## src/rtl/clifford_term_issuer.sv

```systemverilog
// clifford_term_issuer: holds two FP32 multivector operand banks and streams
// every (i, j) blade-pair term of their geometric product into the clifford
// MAC pipeline, one term per cycle. It then waits for the pipeline to drain
// and pulses done.
module clifford_term_issuer #(
  parameter int GA_DIM       = 32,
  parameter int BLADE_W      = 5,
  parameter bit SKIP_ZERO    = 1'b1,
  parameter int DRAIN_CYCLES = 2,
  parameter int CNT_W        = 11
) (
  input  logic               clk,
  input  logic               rst_n,
  input  logic               wr_en,
  input  logic               wr_sel,
  input  logic [BLADE_W-1:0] wr_addr,
  input  logic [31:0]        wr_data,
  input  logic               start,
  input  logic               stall,
  output logic               busy,
  output logic               done,
  output logic               term_valid,
  output logic [BLADE_W-1:0] term_blade_i,
  output logic [BLADE_W-1:0] term_blade_j,
  output logic [31:0]        term_coeff_a,
  output logic [31:0]        term_coeff_b,
  output logic               term_last,
  output logic [CNT_W-1:0]   term_count
);

  localparam int DW = $clog2(DRAIN_CYCLES + 2);
  localparam logic [BLADE_W-1:0] LAST_IDX  = BLADE_W'(GA_DIM - 1);
  localparam logic [DW-1:0]      DRAIN_MAX = DW'(DRAIN_CYCLES);

  typedef enum logic [1:0] {IDLE, ISSUE, DRAIN, DONE} state_t;

  state_t             state_q, state_d;
  logic [BLADE_W-1:0] i_q, i_d, j_q, j_d;
  logic [DW-1:0]      drainCnt_q, drainCnt_d;
  logic               termValid_q, termValid_d;
  logic               termLast_q, termLast_d;
  logic [BLADE_W-1:0] bladeI_q, bladeI_d, bladeJ_q, bladeJ_d;
  logic [31:0]        coeffA_q, coeffA_d, coeffB_q, coeffB_d;
  logic [CNT_W-1:0]   termCount_q, termCount_d;

  logic [31:0] bankA [GA_DIM];
  logic [31:0] bankB [GA_DIM];
  logic [31:0] curA;
  logic        rowZero;

  assign busy = (state_q == ISSUE) || (state_q == DRAIN);
  assign done = (state_q == DONE);

  assign curA    = bankA[i_q];
  // A +0 or -0 row coefficient contributes nothing, so the whole row can go.
  assign rowZero = SKIP_ZERO && (curA[30:0] == 31'd0);

  // Operand banks are plain storage with no reset; they accept writes only while no pass is running.
  always_ff @(posedge clk) begin
    if (wr_en && !busy) begin
      if (wr_sel) bankB[wr_addr] <= wr_data;
      else        bankA[wr_addr] <= wr_data;
    end
  end

  // State and registered term outputs.
  always_ff @(posedge clk or negedge rst_n) begin
    if (!rst_n) begin
      state_q     <= IDLE;
      i_q         <= '0;
      j_q         <= '0;
      drainCnt_q  <= '0;
      termValid_q <= 1'b0;
      termLast_q  <= 1'b0;
      bladeI_q    <= '0;
      bladeJ_q    <= '0;
      coeffA_q    <= '0;
      coeffB_q    <= '0;
      termCount_q <= '0;
    end else begin
      state_q     <= state_d;
      i_q         <= i_d;
      j_q         <= j_d;
      drainCnt_q  <= drainCnt_d;
      termValid_q <= termValid_d;
      termLast_q  <= termLast_d;
      bladeI_q    <= bladeI_d;
      bladeJ_q    <= bladeJ_d;
      coeffA_q    <= coeffA_d;
      coeffB_q    <= coeffB_d;
      termCount_q <= termCount_d;
    end
  end

  // Next state: walk (i, j) in row-major order, skipping zero rows and holding on stall.
  always_comb begin
    state_d     = state_q;
    i_d         = i_q;
    j_d         = j_q;
    drainCnt_d  = drainCnt_q;
    termValid_d = 1'b0;
    termLast_d  = 1'b0;
    bladeI_d    = bladeI_q;
    bladeJ_d    = bladeJ_q;
    coeffA_d    = coeffA_q;
    coeffB_d    = coeffB_q;
    termCount_d = termCount_q;
    case (state_q)
      IDLE: begin
        if (start) begin
          i_d         = '0;
          j_d         = '0;
          termCount_d = '0;
          state_d     = ISSUE;
        end
      end
      ISSUE: begin
        if (!stall) begin
          if (rowZero) begin
            i_d = i_q + BLADE_W'(1);
            j_d = '0;
            if (i_q == LAST_IDX) state_d = DRAIN;
          end else begin
            termValid_d = 1'b1;
            bladeI_d    = i_q;
            bladeJ_d    = j_q;
            coeffA_d    = curA;
            coeffB_d    = bankB[j_q];
            termLast_d  = (i_q == LAST_IDX) && (j_q == LAST_IDX);
            termCount_d = termCount_q + CNT_W'(1);
            j_d         = j_q + BLADE_W'(1);
            if (j_q == LAST_IDX) begin
              i_d = i_q + BLADE_W'(1);
              if (i_q == LAST_IDX) state_d = DRAIN;
            end
          end
        end
      end
      DRAIN: begin
        if (drainCnt_q == DRAIN_MAX) begin
          drainCnt_d = '0;
          state_d    = DONE;
        end else begin
          drainCnt_d = drainCnt_q + DW'(1);
        end
      end
      DONE:    state_d = IDLE;
      default: state_d = IDLE;
    endcase
  end

  assign term_valid   = termValid_q;
  assign term_last    = termLast_q;
  assign term_blade_i = bladeI_q;
  assign term_blade_j = bladeJ_q;
  assign term_coeff_a = coeffA_q;
  assign term_coeff_b = coeffB_q;
  assign term_count   = termCount_q;

endmodule

```

## config.mk

```make
export PLATFORM = sky130hd
export DESIGN_NAME = clifford_term_issuer
export DESIGN_NICKNAME = d
export VERILOG_FILES = /design/src/rtl/clifford_term_issuer.sv
export SDC_FILE = /design/constraint.sdc
export NUM_CORES = 2
export LEC_CHECK = 0
export CAP_MARGIN = 20
export CORE_AREA = 8 8 391 469
export DETAILED_ROUTE_END_ITERATION = 7
export DIE_AREA = 0 0 399 477
export SYNTH_ARGS = -nofsm -noshare
export SYNTH_HDL_FRONTEND = slang
export SYNTH_SLANG_ARGS = --single-unit
```

## constraint.sdc

```tcl
create_clock -name clk -period 3.95 [get_ports clk]
set_input_delay 0.9875 -clock clk [delete_from_list [all_inputs] [get_ports clk]]
set_output_delay 0.9875 -clock clk [all_outputs]
set_load 0.005 [all_outputs]
```

Word-level counts from Yosys, hierarchy flattened
Memories as Yosys holds them, arrays and structs flattened. A register that Yosys moved wholly into a read port is not among the register bits.
Cells that the tools add are included.

storage, ports and cells
  bits in registers = 69
  bits in latches = 0
  RAM bits = 2048
  memory bits (read-only) = 0
  word-level logic and storage cells = 74
  memories kept = 2

memory list
  memory  words  width  rd ports  clocked after memory_dff  wr ports  RTL line  RTL
  bankA   32     32     1         0                         1         46        logic [31:0] bankA [GA_DIM];
  bankB   32     32     1         1                         1         47        logic [31:0] bankB [GA_DIM];

operators by class
  add/sub/neg operators = 4
  $mul = 0
  divide/modulo/power cells = 0
  $lt $le $gt $ge = 0
  equal/unequal tests = 11
  shifts and indexed selects = 0
  mux-type cells = 32
  bitwise gates (word level) = 2
  reduce and logical (&&, ||, !) cells = 13

operator list
  cell                                                              count
  11-bit two-way mux                                                3
  31-bit zero test                                                  1
  5-bit two-way mux                                                 6
  11-bit case mux with 2 select lines                               1
  5-bit case mux with 2 select lines                                2
  2-bit two-way mux                                                 7
  1-bit two-way mux                                                 12
  4-bit AND reduction                                               3
  11-bit by 1-bit adder with 11-bit output (second input constant)  1
  5-bit by 1-bit adder with 5-bit output (second input constant)    2
  5-bit == test (second input constant)                             2
  2-bit case mux with 4 select lines                                1
  2-bit == test (second input constant)                             3
  2-bit != test (second input constant)                             3
  3-bit AND reduction                                               2
  3-bit by 2-bit != test with 1-bit output (second input constant)  1
  2-bit by 1-bit adder with 2-bit output (second input constant)    1
  2-bit by 1-bit == test with 1-bit output (second input constant)  1
  1-bit logical AND                                                 2
  1-bit zero test                                                   2
  2-bit zero test                                                   1
  2-bit by 1-bit != test with 1-bit output (second input constant)  1
  1-bit NOT                                                         2
  2-bit nonzero test                                                1
  1-bit logical OR                                                  1

Longest topological paths before layout
  depth after elaboration = 6
  gate-level depth with buffers = 18

Worst setup path after synthesis
No wires, ideal clock.

  kind = input port to flip-flop
  from = in wr_addr[3]
  to = mem bankA[10][0], enable pin
  setup time = 0.421 ns
  arrival = 3.186 ns
  data required time = 3.529 ns
  setup slack = 0.343 ns
  cell stages on the path = 4
  path buffers = 2
  cells stage by stage = clkbuf_1 or3b_2 clkbuf_1 nor2_1

RTL lines
  item             RTL line  RTL
  start, declared  16        input logic [BLADE_W-1:0] wr_addr,
  end, declared    46

Straight into the memory's write port.

Final worst setup path
  from = reg i_q[0]
  to = reg coeffB_q[26] (netlist: term_coeff_b[26]) (read register of bankB)

between the ends
  cells in the longest elaborated chain, start to end = 4

ends and longest elaborated chain
  item                           RTL line  RTL
  start, declared                38        logic [BLADE_W-1:0] i_q, i_d, j_q, j_d;
  start signal, assigned         82        i_q <= i_d;
  memory read 32 x 32 bit        -
  31-bit zero test               56        assign rowZero = SKIP_ZERO && (curA[30:0] == 31'd0);
  1-bit NOT (no line)            -
  3-bit AND reduction (no line)  -
  end, declared                  43        logic [31:0] coeffA_q, coeffA_d, coeffB_q, coeffB_d;

No other way between the ends.
A chain may end at the register's enable or synchronous reset.

==> summary by stage <==
Floorplan
The die is around 400 um wide. The die area is approximately 0.19 sq mm. For this design the top-level I/O count stands at 132. The vertical die dimension is ~480 um. The number of cell rows is 169. The area of the placeable core is between 0.15 and 0.2 sq mm.

The initial cell density of the core is a little under half.

Drt
In the final routed layout, each cell accounts on average for 31.63 um. The final wirelength is between 200 and 250 mm. The first TritonRoute pass finished after 5 iterations. The average vias per placed instance is roughly 6. The count of routing violations after the opening detailed-route iteration is just over 4000. The remaining antenna violation count is 0. The total number of vias is 39210.

In the routed design, unresolved DRC markers number 0.

Yosys
The sequential share of the synthesized area is roughly four fifths. Synthesis produced a netlist whose cell count is ~3600. Summed over all instances, the cell type with the most area after synthesis is sky130_fd_sc_hd__edfxtp_1.

The unique cell type count in the Yosys netlist is 60. The average cell area after synthesis is around 23 sq um. The number of nets in the synthesized netlist is ~3600. Yosys mapped a number of flops with a built-in enable equal to 2048. Of all flip-flops after synthesis, the portion carrying an async set or reset was between 4 and 5%. The synthesized design contains between 2000 and 2500 register bits. The post-synthesis cell area is 0.08196 sq mm. By area the synthesized netlist is led by sky130_fd_sc_hd__edfxtp_1, sky130_fd_sc_hd__mux4_2, sky130_fd_sc_hd__dfrtp_1. The portion of synthesized cell area occupied by the leading cell type is between 70% and 80%. The number of warning messages in the yosys log is 0.

Among all flip-flop cells after synthesis, the most frequent one is sky130_fd_sc_hd__edfxtp_1.

Power
The power dissipated by switching net loads is 14.81 mW. IR analysis of the VDD net gives a maximum drop of 0.4522 mV. The share of total power consumed by net switching is 26.50%. The share of total power dissipated in sequential elements is between 40% and 50%. Per report_power, the clock group accounts for approximately a third of the total. Power spread over the standard cell area amounts to slightly below 600 mW/mm^2.

The leakage power is a little under 30 nW. After layout, the design draws a total of 55.90 mW. The part of the total power dissipated in combinational logic is 19.4%. The internal power consumption is roughly 41 mW.

Critical path
The worst register-to-register path ends at term_coeff_b[26]. The endpoint kind of the worst setup timing path is a flop. The required time at the endpoint of the critical path is about 4.7 ns. The launch instance of the worst register-to-register path is i_q[0].

The depth of the most critical reg-to-reg path is 15. The data arrival at the endpoint of the critical path is around 4.7 ns. STA classifies the critical path startpoint as a flop. The worst setup path is of the reg2reg kind. The setup check on the worst reg-to-reg path leaves a slack of approximately 0.013 ns. The highest net fanout along the worst path is 30.

Placed design
The congestion estimate from routability-driven global placement came to 0.7862. During placement, the flow inserted port buffers numbering around 130. In this run the cell area measured after placement is 0.08885 sq mm.

The number of instances in the placed design is 6100. Once detailed placement completed, the half-perimeter wirelength came to about 120 mm. Before CTS, the worst setup slack after placement is -0.06464 ns.

Clock network
No sink is reached through more buffers than the 3 on the longest clock path. The tree is rooted in a sky130_fd_sc_hd__clkbuf_16. The number of buffers inserted during clock tree synthesis is 204.

The number of sinks on the clock net is between 2000 and 2500. TritonCTS built the clock tree. After clock tree synthesis, the clock-pin slew on the worst setup and hold paths is 0.07 ns.

The later pin in the worst-skew pair is clocked with a latency of about 0.86 ns. The number of hold buffers added after CTS is 0. In this run the number of H-tree levels came out at 4.

Cells and area
The layout net count is 4100. The area growth from synthesis to layout is 17.41%. The share of final-layout standard cells stronger than drive strength 1 is roughly 31%. The number of standard cells in the layout, taps in and fillers out is ~6500. The cell area after layout is 0.09623 sq mm. The post-route core utilization is 54.70%. The filler cells instantiated in the layout total between 10000 and 15000.

Timing
The hold violation total from the final report is 0. The final worst hold slack is between 0.15 and 0.2 ns. The count of pins over their slew limit came to 0. For the final routed database, the setup TNS stands at 0 ns. The setup-violating endpoint count in the final report is 0. The slew at the pin closest to its max-slew limit is 1.130 ns. The period utilization is between 90% and 100%. The worst path needs between 3 and 4 ns of the cycle, external delays included. The worst setup skew after layout is 0.04631 ns. The maximum clock frequency is 254.0 MHz. Headroom to the max-slew limit came out at approximately 25%.

The least setup slack across all paths after layout is 0.01328 ns.

Status
The run finished with clean final reports.

Worst hold path
The worst hold path belongs to the class in2async.

Global route
The number of antenna violations at the first check in global routing is 18. Entering global routing, the biggest net connects 83 pins. For met2 alone, demand over resource in global routing was 35.28%. After global routing the overflow that remains totals 0. Global routing used a little over a fifth of the available tracks. The via count of the first global-routing pass is between 30000 and 40000. The met3 capacity usage during global routing is under 10%.

The busiest layer in global routing is met2. The fraction of met1 tracks used by global routing is about 30%. The wire length of the first global-routing pass is about 300 mm.

Run
Max-cap violations in this run came to 0.
[worst max-delay path, stage by stage (launching register included)]
cell and delay [ns]:
sky130_fd_sc_hd__dfrtp_4 0.54, sky130_fd_sc_hd__buf_4 0.18, sky130_fd_sc_hd__clkbuf_16 0.19, sky130_fd_sc_hd__mux4_2 0.52, sky130_fd_sc_hd__a211o_1 0.39, sky130_fd_sc_hd__a221oi_2 0.37, sky130_fd_sc_hd__nand4bb_1 0.15, sky130_fd_sc_hd__buf_4 0.19
sky130_fd_sc_hd__nor4_4 0.26, sky130_fd_sc_hd__buf_4 0.18, sky130_fd_sc_hd__a211oi_4 0.06, sky130_fd_sc_hd__buf_4 0.16, sky130_fd_sc_hd__buf_4 0.19, sky130_fd_sc_hd__buf_8 0.20, sky130_fd_sc_hd__nor2_1 0.12, sky130_fd_sc_hd__a21oi_1 0.05
[layout by cell type (no fill, tap or decap), drive strengths merged, types with 40 or more instances in the layout]
master	netlist	layout
edfxtp	2048	2048
mux4	546	546
buf	95	343
clkbuf	104	273
nor2	133	133
mux2i	123	123
dfrtp	101	101
clkdlybuf4s50	0	98
clkinv	1	97
a21oi	60	60
o22ai	58	58
nand2	42	42
inv	33	40
[kinds of logic after synthesis]
group           after synthesis  synth area share [%]
mux                         689                 16.78
buf+inv                     233                 1.351
compound gates              250                 2.088
fa+ha+maj                    10                0.1527
simple gates                261                 1.507
flops                      2149                 78.12
[Yosys cell counts (3+ instances only)]
cell type / n
sky130_fd_sc_hd__edfxtp_1: 2048
sky130_fd_sc_hd__mux4_2: 546
sky130_fd_sc_hd__nor2_1: 133
sky130_fd_sc_hd__mux2i_1: 123
sky130_fd_sc_hd__clkbuf_1: 104
sky130_fd_sc_hd__dfrtp_1: 101
sky130_fd_sc_hd__a21oi_1: 59
sky130_fd_sc_hd__o22ai_1: 58
sky130_fd_sc_hd__nand2_1: 42
sky130_fd_sc_hd__buf_1: 34
sky130_fd_sc_hd__inv_1: 33
sky130_fd_sc_hd__buf_2: 26
sky130_fd_sc_hd__o221ai_1: 24
sky130_fd_sc_hd__nand3_1: 23
sky130_fd_sc_hd__buf_4: 21
sky130_fd_sc_hd__mux2_2: 20
sky130_fd_sc_hd__a22oi_1: 18
sky130_fd_sc_hd__a211o_1: 14
sky130_fd_sc_hd__a22o_1: 13
sky130_fd_sc_hd__buf_6: 11
sky130_fd_sc_hd__o21ai_0: 11
sky130_fd_sc_hd__ha_1: 10
sky130_fd_sc_hd__nand4_1: 10
sky130_fd_sc_hd__o21ai_1: 9
sky130_fd_sc_hd__nor2b_1: 7
sky130_fd_sc_hd__a211oi_1: 6
sky130_fd_sc_hd__and3_1: 6
sky130_fd_sc_hd__or3b_2: 6
sky130_fd_sc_hd__or4_1: 6
sky130_fd_sc_hd__a21o_1: 5
sky130_fd_sc_hd__a31oi_1: 5
sky130_fd_sc_hd__nand3b_1: 5
sky130_fd_sc_hd__nor3_1: 5
sky130_fd_sc_hd__o211ai_1: 5
sky130_fd_sc_hd__a311oi_1: 4
sky130_fd_sc_hd__and2_1: 4
sky130_fd_sc_hd__a41o_1: 3
sky130_fd_sc_hd__o221a_2: 3
sky130_fd_sc_hd__or3_1: 3
[sequential cells by signal, summed over array words and instances (netlist names)]
signal        cells
term_last         1
state_q           2
bankB          1024
term_count       11
drainCnt_q        2
term_blade_j      5
term_blade_i      5
i_q               5
j_q               5
term_valid        1
term_coeff_b     32
bankA          1024
term_coeff_a     32
[what timing repair did]
action,in CTS,in global routing
endpoints found under the hold margin,0,0
pin swaps,0,6
setup buffers,3,12
resized for setup,1,14
endpoints found under the setup margin,30,26
cloned,1,7
[how the worst max path moves through the flow]
stage                          start                to  slack [ns]  cells after the start
after floorplan           wr_addr[3]      bankA[10][0]        0.34                      4
after global placement        i_q[0]            i_q[3]       -0.02                     12
after detailed placement      i_q[0]        state_q[1]       -0.06                     12
after CTS                     i_q[0]  term_coeff_a[15]        0.02                     13
after global routing          i_q[0]  term_coeff_b[12]       -0.01                     15
final                         i_q[0]  term_coeff_b[26]        0.01                     15
[power by group through the flow]
stage | clock network [mW] | registers [mW] | logic [mW]
floorplan | 0 | 26.3 | 5.77
global placement | 0 | 26.7 | 10.6
detailed placement | 0 | 26.7 | 10.7
CTS | 19.2 | 26.2 | 10.7
global route | 20.0 | 26.3 | 11.5
finish | 18.9 | 26.2 | 10.8
[routing by layer]
layer / wire (um) / part of all wire, % / vias up
li1: - / - / 16190
met1: 84700 / 41 / 21360
met2: 103100 / 50 / 1370
met3: 14240 / 6.9 / 278
met4: 4785 / 2.3 / 6
met5: 41 / 0.020 / -
[layout make-up]
cell class	count	area (sq um)	area share (%)
Clock inverter	116	970.9	1.009
Sequential cell	2149	64060	66.57
Tap cell	2308	2888	3.001
Inverter	34	127.6	0.1326
Antenna cell	7	17.52	0.01820
Clock buffer	267	5485	5.700
Timing Repair Buffer	448	5336	5.546
Multi-Input combinational cell	1210	17350	18.03
Power figures use the tool's default switching activity.
